### src/rtl/instruction_fetch_stage.sv
// MIPS fetch stage: program counter, redirect/stall arbitration, target range
// checking and the IF/ID pipeline register feeding decode.
module instruction_fetch_stage #(
    parameter int                      DATA_WIDTH   = 32,
    parameter logic [DATA_WIDTH-1:0]   TEXT_BASE    = 32'h0040_0000,
    parameter int                      MEMORY_DEPTH = 'h200
) (
    input  logic                  clk,
    input  logic                  reset,
    input  logic                  Stall,
    input  logic                  Flush,
    input  logic                  DecRedirect,
    input  logic [DATA_WIDTH-1:0] DecTarget,
    input  logic                  ExBranchTaken,
    input  logic [DATA_WIDTH-1:0] ExBranchTarget,
    input  logic [DATA_WIDTH-1:0] Instruction,
    output logic [DATA_WIDTH-1:0] PC,
    output logic [DATA_WIDTH-1:0] IFID_Instr,
    output logic [DATA_WIDTH-1:0] IFID_PCPlus4,
    output logic                  IFID_Valid,
    output logic                  AddrError
);

    // One extra bit so the end-of-text bound cannot wrap at the top of the space.
    localparam logic [DATA_WIDTH:0] TEXT_END =
        {1'b0, TEXT_BASE} + (DATA_WIDTH+1)'(4 * MEMORY_DEPTH);

    logic [DATA_WIDTH-1:0] pc_reg, pc_next;
    logic [DATA_WIDTH-1:0] instr_reg, instr_next;
    logic [DATA_WIDTH-1:0] pcplus4_reg, pcplus4_next;
    logic                  valid_reg, valid_next;
    logic                  err_reg, err_next;

    logic [DATA_WIDTH-1:0] pc_plus4;
    logic                  seq_past_end;
    logic                  redirect;
    logic [DATA_WIDTH-1:0] target;
    logic                  target_ok;

    always_comb begin
        pc_plus4     = pc_reg + DATA_WIDTH'(4);
        seq_past_end = ({1'b0, pc_reg} + (DATA_WIDTH+1)'(4)) >= TEXT_END;
        redirect     = ExBranchTaken | DecRedirect;
        // Execute-stage branch is older than the decode-stage jump, so it wins.
        target       = ExBranchTaken ? ExBranchTarget : DecTarget;
        target_ok    = (target[1:0] == 2'b00) && (target >= TEXT_BASE) &&
                       ({1'b0, target} < TEXT_END);

        pc_next      = pc_reg;
        instr_next   = instr_reg;
        pcplus4_next = pcplus4_reg;
        valid_next   = valid_reg;
        err_next     = err_reg;

        if (err_reg) begin
            instr_next   = '0;
            pcplus4_next = '0;
            valid_next   = 1'b0;
        end else if (redirect) begin
            instr_next   = '0;
            pcplus4_next = '0;
            valid_next   = 1'b0;
            if (target_ok) begin
                pc_next = target;
            end else begin
                err_next = 1'b1;
            end
        end else if (Stall) begin
            if (Flush) begin
                instr_next   = '0;
                pcplus4_next = '0;
                valid_next   = 1'b0;
            end
        end else begin
            // The last word is still a legal fetch; only the step past it traps.
            if (seq_past_end) begin
                err_next = 1'b1;
            end else begin
                pc_next = pc_plus4;
            end
            if (Flush) begin
                instr_next   = '0;
                pcplus4_next = '0;
                valid_next   = 1'b0;
            end else begin
                instr_next   = Instruction;
                pcplus4_next = pc_plus4;
                valid_next   = 1'b1;
            end
        end
    end

    always_ff @(posedge clk) begin
        if (reset) begin
            pc_reg      <= TEXT_BASE;
            instr_reg   <= '0;
            pcplus4_reg <= '0;
            valid_reg   <= 1'b0;
            err_reg     <= 1'b0;
        end else begin
            pc_reg      <= pc_next;
            instr_reg   <= instr_next;
            pcplus4_reg <= pcplus4_next;
            valid_reg   <= valid_next;
            err_reg     <= err_next;
        end
    end

    assign PC           = pc_reg;
    assign IFID_Instr   = instr_reg;
    assign IFID_PCPlus4 = pcplus4_reg;
    assign IFID_Valid   = valid_reg;
    assign AddrError    = err_reg;

endmodule

### config.mk
export PLATFORM = sky130hd
export DESIGN_NAME = instruction_fetch_stage
export DESIGN_NICKNAME = d
export VERILOG_FILES = /design/src/rtl/instruction_fetch_stage.sv
export SDC_FILE = /design/constraint.sdc
export NUM_CORES = 1
export LEC_CHECK = 0
export ABC_CLOCK_PERIOD_IN_PS = 4400
export BUFFER_PORTS_ARGS = -buffer_cell sky130_fd_sc_hd__buf_4
export CORE_ASPECT_RATIO = 1.25
export CORE_MARGIN = 2
export CORE_UTILIZATION = 53
export DETAILED_ROUTE_END_ITERATION = 7
export PLACE_DENSITY = 0.85
export SLEW_MARGIN = 20
export SYNTH_ARGS = -nofsm -noshare
export SYNTH_HDL_FRONTEND = slang
export SYNTH_SLANG_ARGS = --single-unit
export TNS_END_PERCENT = 1
### constraint.sdc
create_clock -name clk -period 4.4 [get_ports clk]
set_clock_uncertainty 0.15 [all_clocks]
set_input_delay 0.44 -clock clk [delete_from_list [all_inputs] [get_ports clk]]
set_output_delay 0.44 -clock clk [all_outputs]
set_load 0.02 [all_outputs]
==> results.toml <==
[yosys]
synthTopCellsByCount = "dfxtp_1, nor2_1, mux2i_1"
ys.flop_type = "dfxtp_1"
ys_warn_count = 0
syn_area_per_cell_um2 = 9.021
syn_nets = 685
ys_ff_latch = 98
synth-edff-count = 0
synth_cells = 582
yosysUniqueCellTypes = 72
synth_most_common_cell = "dfxtp_1"
synth_top_cell_by_area = "dfxtp_1"
synthArstFlopShare_pct = 0
synth_area_um2 = 5250
ys_seq_area_share_pct = 37.37
netlist_top_cells_area = "dfxtp_1, mux2i_1, nor2_1"
synth.top_cell.area_share_pct = 37.37

[place]
io_buffers = 199
dp_hpwl_um = 11760
preCtsSetupSlack_ps = 634.6
placed_area_um2 = 6590
place.gp.congestion = 0.9723

[critical_path]
path_max_fanout = 26
startpoint_type = "register"
critical_path_arrival_ps = 3930
worst-setup-path-type = "reg2reg"
worstPathCellList = "ha_1 > and3_1 > nand4_4 > xnor2_1 > a2111oi_1 > a41o_2 > a31o_2 > a211oi_1"
max_stage_delay_ps = 670
worst_setup_path_end_kind = "register"
cp-startpoint = "PC[2]$_SDFFE_PP0P_"
cp_num_buf_inv = 0
path_delay_family = "compound AO/OA/AOI/OAI gates"
cp.required_ps = 4440
r2r-start = "PC[2]$_SDFFE_PP0P_"
crit_slowest_cell = "a31o_2"

[timing]
rsz0062_at_grt = "false"
tightest_slew_ps = 680.8
fin_crit_ps = 3890
setup_slack_ps = 509.6
fin_tns_setup_ps = 0
fin_hold_ws_ps = 170.8
setup_viol = 0
max_freq_mhz = 257.0
period_share_pct = 88.42
drv_slew = 0
hold_viol_final = 0
maxSlewHeadroom_pct = 54.61

[die]
num_rows = 40
die_h_um = 115.3
core_region_area_um2 = 9609
die_w_um = 93.02
initial_core_util_pct = 54.64
io_pins = 200
die_area_um2 = 10720

[pwr]
p_clk_share_pct = 37.2
switching_share_pct = 30.12
pwr-share-seq_pct = 44.9
internal_power_w = 0.001489
leakage_nw = 2.966
ir_drop_uv = 201.1
p_sw_w = 0.0006418
power_frac_comb_pct = 17.9
p_per_area_nw_per_um2 = 308.9

[outcome]
status = "finished, final reports clean"

[clock_tree]
clkTransAtPathRegs_ps = 70
cts_buffer_depth = 2
post-cts-setup-buffers = 0
cts_tree = "built"
clk_latency_ps = 350
cts_resized = 0
cts.sinks = 98
root_buffer = "clkbuf_16"
cts-buffers-inserted = 9
hold_buffers = 0
htreeDepth = 3

[finish]
nNetsFinal = 850
layout-drive-gt1-share_pct = 35.51
fin_area_um2 = 6897
syn2layout_area_growth_pct = 31.36
fillers = 781
post-route-util_pct = 71.77
diodes = 0

[run]
cap_violations = 0

[global_routing]
grt_pass1_vias = 4935
antenna_found_initial = 0
grt_pass1_wl_um = 24150
grt_use_total_pct = 28.60
grt_overflow = 0
grt_max_degree = 66

[detailed_routing]
route.detailed.drc = 0
drtPass1Iterations = 5
ant_nets = 0
wl_per_cell_um = 17.93
wl_um = 15740
dr.first_iter.drc_count = 397
viasPerCell = 5.818
vias = 5108

[worst_hold_path]
holdCritStartpoint = "Instruction[0]"
hold_class = "in2reg"
==> routing by layer <==
layer  track usage (%)  wire, um
met1             33.18      5869
met5                 0         0
met2             50.19      8008
met3             5.636      1254
met4             14.22       610
==> logic make-up (layout without fill, tap and decap cells) <==
kind of cell    Yosys count  count (layout)  synth area share, %
compound gates          101             101                14.73
fa+ha+maj                 1               1               0.2383
flops                    98              98                37.37
mux                      61              61                11.75
buf+inv                  53             223                6.673
simple gates            237             237                24.07
xor+xnor                 31              31                5.172
==> registers in the layout, summed over array words and instances, names as in the netlist <==
name          count
PC               32
IFID_Instr       32
IFID_Valid        1
AddrError         1
IFID_PCPlus4     32
==> tightest hold or removal path: stages <==
cell,delay [ps]
buf_4,80
mux2i_1,50
nor2_1,70
==> cell type report <==
type	instances	area [um^2]	area share [%]
multi-input combinational	431	2942	42.65
sequential	98	1962	28.45
timing repair buffer	201	1509	21.88
clock buffer	9	225.2	3.266
tap	126	157.7	2.286
clock inverter	7	78.83	1.143
inverter	6	22.52	0.3266
==> cell usage in the layout, fill, tap and decap left out, types with 5 or more instances in the layout <==
master | synthesis | final
nor2_1 | 85 | 85
nor3b_1 | 10 | 10
nor3_1 | 12 | 12
dfxtp_1 | 98 | 98
mux2_2 | 5 | 5
clkbuf_16 | 0 | 9
mux2i_1 | 56 | 56
nand2_1 | 52 | 52
a211oi_2 | 12 | 12
nand3_1 | 13 | 13
xor2_1 | 10 | 10
buf_4 | 0 | 201
nor4_1 | 11 | 11
a311oi_1 | 14 | 14
xnor2_1 | 21 | 21
a21oi_1 | 44 | 44
o21ai_0 | 5 | 5
nand4_1 | 11 | 11
==> metrics by stage <==
step	total power, W	std cells
4_1_cts	0.002132	878
2_1_floorplan	0.001205	582
6_report	0.002131	878
3_3_place_gp	0.001344	862
5_1_grt	0.002201	878
3_5_place_dp	0.001350	862
==> final timing paths <==
check / to / slack, ps / depth (start not counted)
max: PC[5]$_SDFFE_PP0P_ / 510 / 8
min: IFID_Instr[0]$_SDFFE_PP0P_ / 170 / 3
max reg2reg: PC[5]$_SDFFE_PP0P_ / 510 / 8
min reg2reg: IFID_Valid$_SDFFE_PP0P_ / 300 / 2
==> power by group through the flow <==
| stage | sequential (W) | clock, W | combinational [W] |
|---|---|---|---|
| after CTS | 0.000954 | 0.000800 | 0.000377 |
| final | 0.000956 | 0.000793 | 0.000381 |
| after global placement | 0.000974 | 0 | 0.000370 |
| after floorplan | 0.000984 | 0 | 0.000221 |
| after detailed placement | 0.000975 | 0 | 0.000375 |
| after global routing | 0.000959 | 0.000834 | 0.000408 |
Power figures use the tool's default switching activity.
